File: config.mk
export PLATFORM = sky130hd
export DESIGN_NAME = coherence_bus_ctrl_flat
export DESIGN_NICKNAME = d
export VERILOG_FILES = /design/src/rtl/coherence_pkg.sv /design/src/rtl/cpu_types_pkg.sv /design/src/rtl/cache_control_if.sv /design/src/rtl/rr_arbiter.sv /design/src/rtl/coherence_bus_ctrl.sv /design/src/flat_wrapper.sv
export SDC_FILE = /design/constraint.sdc
export NUM_CORES = 1
export LEC_CHECK = 0
export BUFFER_PORTS_ARGS = -buffer_cell sky130_fd_sc_hd__buf_2
export CORE_AREA = 2 2 197 199
export CTS_BUF_LIST = sky130_fd_sc_hd__clkbuf_4 sky130_fd_sc_hd__clkbuf_8 sky130_fd_sc_hd__clkbuf_16
export DETAILED_ROUTE_END_ITERATION = 7
export DIE_AREA = 0 0 199 201
export PLACE_DENSITY = 0.37
export SYNTH_ARGS = -nofsm -noshare
export SYNTH_HDL_FRONTEND = slang
export SYNTH_SLANG_ARGS = --single-unit
File: constraint.sdc
create_clock -name CLK -period 2.1 [get_ports CLK]
set_clock_uncertainty 0.05 [all_clocks]
set_input_delay 0.42 -clock CLK [delete_from_list [all_inputs] [get_ports CLK]]
set_output_delay 0.42 -clock CLK [all_outputs]
set_load 0.005 [all_outputs]
File: src/rtl/coherence_pkg.sv
// Types and the round-robin helper for the coherent bus controller.
//   busstate_t : bus FSM state encoding
//   rr_pick()  : first set bit of req at or after ptr, wrapping modulo n
package coherence_pkg;

  // Upper bound on CPUS supported by rr_pick (the width of its request argument).
  localparam int MAX_CPUS = 32;

  typedef enum logic [2:0] {
    IDLE   = 3'd0,
    WB     = 3'd1,
    SNOOP  = 3'd2,
    C2C    = 3'd3,
    LOAD   = 3'd4,
    IFETCH = 3'd5
  } busstate_t;

  typedef struct packed {
    logic       valid;
    logic [4:0] idx;
  } rr_pick_t;

  function automatic rr_pick_t rr_pick(input logic [MAX_CPUS-1:0] req,
                                       input int unsigned ptr,
                                       input int unsigned n);
    rr_pick_t    r;
    int unsigned j;
    r = '0;
    for (int unsigned k = 0; k < MAX_CPUS; k++) begin
      j = ptr + k;
      if (j >= n) j = j - n;
      if (k < n && !r.valid && req[j[4:0]]) begin
        r.valid = 1'b1;
        r.idx   = j[4:0];
      end
    end
    return r;
  endfunction

endpackage

File: src/rtl/cpu_types_pkg.sv
// Shared CPU-side types: word_t is the data/address word and ramstate_t is the
// handshake state returned by the RAM model.
package cpu_types_pkg;

  typedef logic [31:0] word_t;

  typedef enum logic [1:0] {
    FREE   = 2'd0,
    BUSY   = 2'd1,
    ACCESS = 2'd2,
    ERROR  = 2'd3
  } ramstate_t;

endpackage

File: src/rtl/cache_control_if.sv
// Cache-to-controller interface, widened to CPUS cache pairs.
//   Per CPU : iREN/iaddr/iwait/iload, dREN/dWEN/daddr/dstore/dwait/dload,
//             ccwrite/cctrans/ccwait/ccinv/ccsnoopaddr
//   Shared  : ramREN/ramWEN/ramaddr/ramstore/ramload/ramstate
//   cc modport is the controller's view.
interface cache_control_if
  import cpu_types_pkg::*;
#(
  parameter int CPUS = 2
) ();

  logic  [CPUS-1:0]        iREN, iwait;
  word_t [CPUS-1:0]        iaddr, iload;
  logic  [CPUS-1:0]        dREN, dWEN, dwait;
  word_t [CPUS-1:0]        daddr, dstore, dload;
  logic  [CPUS-1:0]        ccwrite, cctrans, ccwait, ccinv;
  word_t [CPUS-1:0]        ccsnoopaddr;
  logic                    ramREN, ramWEN;
  word_t                   ramaddr, ramstore, ramload;
  ramstate_t               ramstate;

  modport cc (
    input  iREN, iaddr, dREN, dWEN, daddr, dstore, ccwrite, cctrans,
           ramload, ramstate,
    output iwait, iload, dwait, dload, ccwait, ccinv, ccsnoopaddr,
           ramREN, ramWEN, ramaddr, ramstore
  );

endinterface

File: src/rtl/rr_arbiter.sv
// Round-robin arbiter for one request class.
//   req   : CPUS-wide request vector
//   ptr   : round-robin pointer (search starts here)
//   grant : index of the winning requester
//   valid : at least one request present
module rr_arbiter
  import coherence_pkg::*;
#(
  parameter int CPUS    = 2,
  parameter int CPUID_W = $clog2(CPUS)
) (
  input  logic [CPUS-1:0]    req,
  input  logic [CPUID_W-1:0] ptr,
  output logic [CPUID_W-1:0] grant,
  output logic               valid
);

  rr_pick_t pick;

  always_comb begin
    pick  = rr_pick(MAX_CPUS'(req), 32'(ptr), 32'(CPUS));
    grant = CPUID_W'(pick.idx);
    valid = pick.valid;
  end

endmodule

File: src/rtl/coherence_bus_ctrl.sv
// N-CPU coherent bus controller: arbitrates writebacks, coherent data misses
// (MSI snoop with cache-to-cache forwarding) and instruction fetches from CPUS
// L1 cache pairs onto a single RAM port.
//   CLK, nRST : clock, asynchronous active-low reset
//   ccif      : cache_control_if.cc (per-CPU cache signals plus RAM port)
//   c2c_cnt, memload_cnt : block completion counters, present only when
//                          COHERENCE_STATS_EN is defined
//
// state  | meaning
// IDLE   | pick next request: dWEN > dREN > iREN, round-robin within class
// WB     | write dirty block of grant to RAM
// SNOOP  | one cycle: broadcast daddr[grant], look for a cctrans responder
// C2C    | forward responder data to grant, write it back to RAM
// LOAD   | no responder: fill grant's block from RAM
// IFETCH | single-word instruction fetch for grant
module coherence_bus_ctrl
  import cpu_types_pkg::*;
  import coherence_pkg::*;
#(
  parameter int CPUS        = 2,
  parameter int BLOCK_WORDS = 2,
  parameter int CPUID_W     = $clog2(CPUS)
) (
  input  logic               CLK,
  input  logic               nRST,
  cache_control_if.cc        ccif
`ifdef COHERENCE_STATS_EN
  ,
  output logic [31:0]        c2c_cnt,
  output logic [31:0]        memload_cnt
`endif
);

  localparam int CNT_W = (BLOCK_WORDS > 1) ? $clog2(BLOCK_WORDS) : 1;
  localparam logic [CNT_W-1:0] LAST_WORD = CNT_W'(BLOCK_WORDS - 1);

  busstate_t           state, state_nxt;
  logic [CPUID_W-1:0]  grant, grant_nxt, resp, resp_nxt, rr_ptr;
  logic [CNT_W-1:0]    word_cnt, cnt_nxt;
  logic [CPUID_W-1:0]  wb_idx, rd_idx, if_idx, hit_idx;
  logic                wb_valid, rd_valid, if_valid, hit;
  logic                access, word_step, finish;

  rr_arbiter #(.CPUS(CPUS), .CPUID_W(CPUID_W)) u_arb_wb (
    .req(ccif.dWEN), .ptr(rr_ptr), .grant(wb_idx), .valid(wb_valid));
  rr_arbiter #(.CPUS(CPUS), .CPUID_W(CPUID_W)) u_arb_rd (
    .req(ccif.dREN), .ptr(rr_ptr), .grant(rd_idx), .valid(rd_valid));
  rr_arbiter #(.CPUS(CPUS), .CPUID_W(CPUID_W)) u_arb_if (
    .req(ccif.iREN), .ptr(rr_ptr), .grant(if_idx), .valid(if_valid));

  // ERROR is deliberately not ACCESS, so the same word is simply retried.
  assign access = (ccif.ramstate == ACCESS);

  // Lowest-numbered snooper other than the requester supplies the block.
  always_comb begin
    hit     = 1'b0;
    hit_idx = '0;
    for (int j = CPUS - 1; j >= 0; j--) begin
      if (CPUID_W'(j) != grant && ccif.cctrans[j]) begin
        hit     = 1'b1;
        hit_idx = CPUID_W'(j);
      end
    end
  end

  always_comb begin
    ccif.iwait       = '1;
    ccif.dwait       = '1;
    ccif.iload       = '0;
    ccif.dload       = '0;
    ccif.ccwait      = '0;
    ccif.ccinv       = '0;
    ccif.ccsnoopaddr = '0;
    ccif.ramREN      = 1'b0;
    ccif.ramWEN      = 1'b0;
    ccif.ramaddr     = '0;
    ccif.ramstore    = '0;
    state_nxt        = state;
    grant_nxt        = grant;
    resp_nxt         = resp;
    cnt_nxt          = word_cnt;
    word_step        = 1'b0;
    finish           = 1'b0;

    case (state)
      IDLE: begin
        cnt_nxt = '0;
        if (wb_valid) begin
          state_nxt = WB;
          grant_nxt = wb_idx;
        end else if (rd_valid) begin
          state_nxt = SNOOP;
          grant_nxt = rd_idx;
        end else if (if_valid) begin
          state_nxt = IFETCH;
          grant_nxt = if_idx;
        end
      end
      WB: begin
        if (!ccif.dWEN[grant]) begin
          state_nxt = IDLE;
          cnt_nxt   = '0;
        end else begin
          ccif.ramWEN   = 1'b1;
          ccif.ramaddr  = ccif.daddr[grant];
          ccif.ramstore = ccif.dstore[grant];
          if (access) begin
            ccif.dwait[grant] = 1'b0;
            word_step         = 1'b1;
          end
        end
      end
      SNOOP, C2C, LOAD: begin
        if (!ccif.dREN[grant]) begin
          state_nxt = IDLE;
          cnt_nxt   = '0;
        end else begin
          for (int j = 0; j < CPUS; j++) begin
            if (CPUID_W'(j) != grant) begin
              ccif.ccwait[j]      = 1'b1;
              ccif.ccsnoopaddr[j] = ccif.daddr[grant];
              if (state != SNOOP) ccif.ccinv[j] = ccif.ccwrite[grant];
            end
          end
          if (state == SNOOP) begin
            ccif.ccwait[grant] = 1'b1;
            if (hit) begin
              state_nxt = C2C;
              resp_nxt  = hit_idx;
            end else begin
              state_nxt = LOAD;
            end
          end else if (state == C2C) begin
            ccif.ccwait[grant] = 1'b1;
            ccif.dload[grant]  = ccif.dstore[resp];
            ccif.ramWEN        = 1'b1;
            ccif.ramaddr       = ccif.daddr[resp];
            ccif.ramstore      = ccif.dstore[resp];
            if (access) begin
              ccif.dwait[grant] = 1'b0;
              ccif.dwait[resp]  = 1'b0;
              word_step         = 1'b1;
            end
          end else begin
            ccif.ramREN       = 1'b1;
            ccif.ramaddr      = ccif.daddr[grant];
            ccif.dload[grant] = ccif.ramload;
            if (access) begin
              ccif.dwait[grant] = 1'b0;
              word_step         = 1'b1;
            end
          end
        end
      end
      IFETCH: begin
        if (!ccif.iREN[grant]) begin
          state_nxt = IDLE;
          cnt_nxt   = '0;
        end else begin
          ccif.ramREN       = 1'b1;
          ccif.ramaddr      = ccif.iaddr[grant];
          ccif.iload[grant] = ccif.ramload;
          if (access) begin
            ccif.iwait[grant] = 1'b0;
            finish            = 1'b1;
          end
        end
      end
      default: state_nxt = IDLE;
    endcase

    if (word_step) begin
      if (word_cnt == LAST_WORD) finish = 1'b1;
      else                       cnt_nxt = word_cnt + CNT_W'(1);
    end
    if (finish) begin
      state_nxt = IDLE;
      cnt_nxt   = '0;
    end
  end

  always_ff @(posedge CLK or negedge nRST) begin
    if (!nRST) begin
      state    <= IDLE;
      grant    <= '0;
      resp     <= '0;
      rr_ptr   <= '0;
      word_cnt <= '0;
    end else begin
      state    <= state_nxt;
      grant    <= grant_nxt;
      resp     <= resp_nxt;
      word_cnt <= cnt_nxt;
      // Only completed transactions move the pointer; withdrawals leave it.
      if (finish) rr_ptr <= (grant == CPUID_W'(CPUS - 1)) ? '0 : grant + CPUID_W'(1);
    end
  end

`ifdef COHERENCE_STATS_EN
  always_ff @(posedge CLK or negedge nRST) begin
    if (!nRST) begin
      c2c_cnt     <= '0;
      memload_cnt <= '0;
    end else begin
      if (finish && state == C2C && c2c_cnt != '1)
        c2c_cnt <= c2c_cnt + 32'd1;
      if (finish && state == LOAD && memload_cnt != '1)
        memload_cnt <= memload_cnt + 32'd1;
    end
  end
`endif

endmodule

File: src/flat_wrapper.sv
// flat-port wrapper written by rule: the top's interface ports become plain ports
module coherence_bus_ctrl_flat import cpu_types_pkg::*; import coherence_pkg::*;
#(
  parameter int CPUS        = 2,
  parameter int BLOCK_WORDS = 2,
  parameter int CPUID_W     = $clog2(CPUS)
)
  (CLK, nRST, ccif_iREN, ccif_iaddr, ccif_dREN, ccif_dWEN, ccif_daddr, ccif_dstore, ccif_ccwrite, ccif_cctrans, ccif_ramload, ccif_ramstate, ccif_iwait, ccif_iload, ccif_dwait, ccif_dload, ccif_ccwait, ccif_ccinv, ccif_ccsnoopaddr, ccif_ramREN, ccif_ramWEN, ccif_ramaddr, ccif_ramstore);
  cache_control_if #(.CPUS(CPUS)) ccif_i ();
  input  logic CLK;
  input  logic nRST;
  input wire logic [$bits(ccif_i.iREN)-1:0] ccif_iREN;
  input wire logic [$bits(ccif_i.iaddr)-1:0] ccif_iaddr;
  input wire logic [$bits(ccif_i.dREN)-1:0] ccif_dREN;
  input wire logic [$bits(ccif_i.dWEN)-1:0] ccif_dWEN;
  input wire logic [$bits(ccif_i.daddr)-1:0] ccif_daddr;
  input wire logic [$bits(ccif_i.dstore)-1:0] ccif_dstore;
  input wire logic [$bits(ccif_i.ccwrite)-1:0] ccif_ccwrite;
  input wire logic [$bits(ccif_i.cctrans)-1:0] ccif_cctrans;
  input wire logic [$bits(ccif_i.ramload)-1:0] ccif_ramload;
  input wire logic [$bits(ccif_i.ramstate)-1:0] ccif_ramstate;
  output wire logic [$bits(ccif_i.iwait)-1:0] ccif_iwait;
  output wire logic [$bits(ccif_i.iload)-1:0] ccif_iload;
  output wire logic [$bits(ccif_i.dwait)-1:0] ccif_dwait;
  output wire logic [$bits(ccif_i.dload)-1:0] ccif_dload;
  output wire logic [$bits(ccif_i.ccwait)-1:0] ccif_ccwait;
  output wire logic [$bits(ccif_i.ccinv)-1:0] ccif_ccinv;
  output wire logic [$bits(ccif_i.ccsnoopaddr)-1:0] ccif_ccsnoopaddr;
  output wire logic [$bits(ccif_i.ramREN)-1:0] ccif_ramREN;
  output wire logic [$bits(ccif_i.ramWEN)-1:0] ccif_ramWEN;
  output wire logic [$bits(ccif_i.ramaddr)-1:0] ccif_ramaddr;
  output wire logic [$bits(ccif_i.ramstore)-1:0] ccif_ramstore;
  assign ccif_i.iREN = ccif_iREN;
  assign ccif_i.iaddr = ccif_iaddr;
  assign ccif_i.dREN = ccif_dREN;
  assign ccif_i.dWEN = ccif_dWEN;
  assign ccif_i.daddr = ccif_daddr;
  assign ccif_i.dstore = ccif_dstore;
  assign ccif_i.ccwrite = ccif_ccwrite;
  assign ccif_i.cctrans = ccif_cctrans;
  assign ccif_i.ramload = ccif_ramload;
  assign ccif_i.ramstate = ccif_ramstate;
  assign ccif_iwait = ccif_i.iwait;
  assign ccif_iload = ccif_i.iload;
  assign ccif_dwait = ccif_i.dwait;
  assign ccif_dload = ccif_i.dload;
  assign ccif_ccwait = ccif_i.ccwait;
  assign ccif_ccinv = ccif_i.ccinv;
  assign ccif_ccsnoopaddr = ccif_i.ccsnoopaddr;
  assign ccif_ramREN = ccif_i.ramREN;
  assign ccif_ramWEN = ccif_i.ramWEN;
  assign ccif_ramaddr = ccif_i.ramaddr;
  assign ccif_ramstore = ccif_i.ramstore;
  coherence_bus_ctrl #(.CPUS(CPUS), .BLOCK_WORDS(BLOCK_WORDS), .CPUID_W(CPUID_W)) u_core (.CLK(CLK), .nRST(nRST), .ccif(ccif_i));
endmodule
==> out/qor.yml <==
yosys:
  synth-simple-area-share_pct: 35.38
  synth_fa_ha_area_share_pct: 0
  ys_types: 53
  synth_mux_area_share_pct: 25.74
  synth_top_family_by_area: "simple AND/OR/NAND/NOR gates"
  synth-compound-area-share_pct: 27.68
  synth-edff-count: 0
  yosys_warnings: 0
  async_flop_share_pct: 100.0
  synth_ff_type: "dfrtp_1"
  syn_avg_cell_area_um2: 6.701
  synth-seq-cells: 7
  synth_fp_nets: 893
  synth_area_um2: 4389
  synth_xor_area_share_pct: 0
  syn_inst: 655
  yosysSeqAreaShare_pct: 3.991
run_status:
  violations: "negative setup slack"
  status: "finished, violations left"
power:
  seqPwrFrac_pct: 4.8
  power_leakage_nw: 5.147
  ir_drop_mv: 0.3420
  power.total_w: 0.005164
  clockPowerShare_pct: 6.6
  power_density_nw_per_um2: 530.3
  p_int_w: 0.002734
  combPwrFrac_pct: 88.6
  netSwitchingFraction_pct: 47.06
  p_sw_w: 0.002430
setup_path:
  crit-reg2reg-launch: "u_core.state[0]$_DFFE_PN0P_"
  cp_slowest_stage_delay_ns: 0.43
  r2r_setup_slack_ns: 0
  endpoint_kind: "output pin"
  r2r-end: "u_core.rr_ptr$_DFFE_PN0P_"
  crit_chain: "or3b_4 -> or2_4 -> o22ai_4 -> buf_12 -> buf_12 -> a22o_1 -> buf_2"
  worst-path-max-fanout: 8
  critical_path_class: "reg2out"
  crit_top_cell: "buf_12"
  critPathSlowestCell: "or3b_4"
  cp.required_ns: 1.63
  cp.arrival_ns: 2.08
  cp-start-kind: "flop"
  r2r_cells: 7
clocking:
  cts_tree: "built"
  htree_levels: 1
  clk_pin_slew_worst_paths_ns: 0.04
  clockBufferDepth: 2
  clock_latency_ns: 0.23
  cts_buffers: 3
  cts_sinks: 7
  cts-root-buf: "clkbuf_16"
timing:
  setup_viol: 267
  post-route-min-period_ns: 2.548
  setup_slack_ns: -0.4484
  period_share_pct: 121.4
  whs_ns: 0.4482
  slew_headroom_pct: 67.71
  worstMarginPinSlew_ns: 0.4810
  rsz0062_at_grt: "yes"
  clock.fmax_mhz: 392.4
  final_hold_viol_count: 0
  drv_slew: 0
layout:
  finish.utilization_pct: 25.55
  seq_area_um2: 181.4
  final_area_um2: 9738
  area_growth_pct: 121.9
  fin_nets: 1468
  fill_cells: 4331
  layout-drive-gt1-share_pct: 64.77
  multiInputGateArea_um2: 4424
grt:
  grt_max_degree: 33
  grt_overflow: 0
  grt_usage_pct: 15.41
  grt_pass1_vias: 7078
  antenna_found_initial: 2
  grt_pass1_wl_um: 46120
routing:
  vias: 7373
  first_iter_violations: 388
  drtAntennaViolNets: 0
  vias_per_cell: 4.213
  postRouteWirelength_um: 34030
  drc_errors: 0
  firstDrtPassIters: 5
  wl_per_cell_um: 19.45
floorplan:
  dieArea_um2: 40000
  initial_core_util_pct: 11.52
  core-area_um2: 38110
  die_x_um: 199
  fp.dieH_um: 201
  rows: 72
  io_pins: 504
placement:
  placed_area_um2: 8235
  place_congestion: 0.8591
  io_buffers: 503
  dp_hpwl_um: 25450
run:
  max_cap_violations: 0
hold_path:
  holdPathEnd: "u_core.resp$_DFFE_PN0P_"
  hold_path_depth: 3
  min_path_type: "in2reg"
  worstHoldStart: "ccif_cctrans[0]"
## cell families (layout without fill, tap and decap cells)
group / count (synthesis) / count (layout)
other cells: 0 / 3
flops: 7 / 7
compound gates: 171 / 171
buf+inv: 68 / 642
simple gates: 303 / 303
mux: 106 / 106
## through the flow
step,cells,setup WS (ns),TNS (ns)
finish,1750,-0.4484,-81.66
detailed placement,1710,-0.3169,-31.58
global placement,1710,-0.2809,-31.30
floorplan,655,0.02782,0
global route,1747,-0.4965,-99.62
CTS,1741,-0.4439,-86.67
## area by class of cell
class | count | share of cell area (%)
Multi-Input combinational cell | 580 | 45.43
Timing Repair Buffer | 634 | 44.97
Tap cell | 518 | 6.656
Sequential cell | 7 | 1.863
Clock buffer | 4 | 0.8480
Inverter | 4 | 0.1542
Antenna cell | 3 | 0.07709
## sequential cells by signal (all words and copies together) (netlist names)
signal and flops:
u_core.state 3, u_core.grant 1, u_core.rr_ptr 1, u_core.resp 1, u_core.word_cnt 1
## worst max-delay path, delay by kind of cell (launching register included)
kind,cells,cell delay [ns]
AND/OR/NAND/NOR,2,0.69
AO/OA/AOI/OAI,2,0.32
flip-flops,1,0.40
buffers and inverters,3,0.41
## cell usage after synthesis, types with 2 or more instances
| cell | count | area share (%) |
|---|---|---|
| a21o_1 | 2 | 0.34 |
| nand2b_1 | 5 | 0.71 |
| o21ai_0 | 5 | 0.57 |
| dfrtp_1 | 7 | 4.0 |
| buf_4 | 5 | 0.86 |
| nand3b_1 | 2 | 0.34 |
| or3b_1 | 2 | 0.40 |
| and2_1 | 128 | 18 |
| inv_1 | 4 | 0.34 |
| and3b_1 | 2 | 0.40 |
| a21oi_1 | 44 | 5.0 |
| clkbuf_1 | 24 | 2.1 |
| a22o_1 | 33 | 6.6 |
| and3_1 | 4 | 0.57 |
| o2bb2ai_1 | 2 | 0.40 |
| o31ai_1 | 2 | 0.34 |
| nor2b_1 | 2 | 0.29 |
| mux2i_1 | 69 | 16 |
| nand2_1 | 45 | 3.8 |
| a22oi_1 | 31 | 5.3 |
| o211ai_1 | 33 | 5.6 |
| o22ai_1 | 2 | 0.29 |
| nor4_1 | 3 | 0.43 |
| nor2_1 | 101 | 8.6 |
| a31oi_1 | 2 | 0.29 |
| o21ai_1 | 3 | 0.34 |
| mux2_2 | 34 | 8.7 |
| buf_2 | 34 | 3.9 |
## routing by layer
layer  GRT usage, %  vias up  part of all wire, %
met2          27.50      305                   49
met3          1.764       24                  6.8
met5              0        -                    0
met4          1.866        0                  1.1
met1          20.28     3540                   43
li1               -     3504                    -
## how the worst max path moves through the flow
stage | depth (start not counted) | end | from
final | 7 | ccif_ramstore[3] | u_core.state[1]$_DFFE_PN0P_
after global routing | 7 | ccif_ramstore[9] | u_core.grant$_DFFE_PN0P_
after CTS | 8 | ccif_ramstore[28] | u_core.grant$_DFFE_PN0P_
after detailed placement | 8 | ccif_ramaddr[19] | u_core.state[0]$_DFFE_PN0P_
after global placement | 8 | ccif_ramaddr[19] | u_core.state[0]$_DFFE_PN0P_
after floorplan | 6 | ccif_ccsnoopaddr[10] | u_core.state[0]$_DFFE_PN0P_
## what timing repair did
| action | 4_1_cts | 5_1_grt |
|---|---|---|
| gates resized for setup | 96 | 124 |
| hold buffers | 1 | 0 |
| pin swaps | 72 | 45 |
| hold endpoints to repair | 7 | 0 |
| setup buffers | 13 | 9 |
| cloned | 13 | 2 |
| endpoints found under the setup margin | 267 | 268 |
## power by group through the flow
| stage | clock (W) | combinational [W] | sequential (W) |
|---|---|---|---|
| 2_1_floorplan | 0 | 0.00193 | 0.000205 |
| 3_3_place_gp | 0 | 0.00389 | 0.000232 |
| 3_5_place_dp | 0 | 0.00385 | 0.000237 |
| 4_1_cts | 0.000344 | 0.00434 | 0.000242 |
| 5_1_grt | 0.000354 | 0.00490 | 0.000255 |
| 6_report | 0.000341 | 0.00458 | 0.000246 |
## cell usage in the layout (no fill, tap or decap), drive strengths merged, types with 4 or more instances in the layout
| cell type | n |
|---|---|
| nand2 | 45 |
| a22oi | 31 |
| a22o | 33 |
| o21ai | 8 |
| buf | 628 |
| inv | 4 |
| and2 | 128 |
| nor2 | 102 |
| clkbuf | 6 |
| dfrtp | 7 |
| nand2b | 5 |
| mux2i | 70 |
| o211ai | 33 |
| mux2 | 35 |
| a21oi | 45 |
| and3 | 4 |
Power figures use the tool's default switching activity.
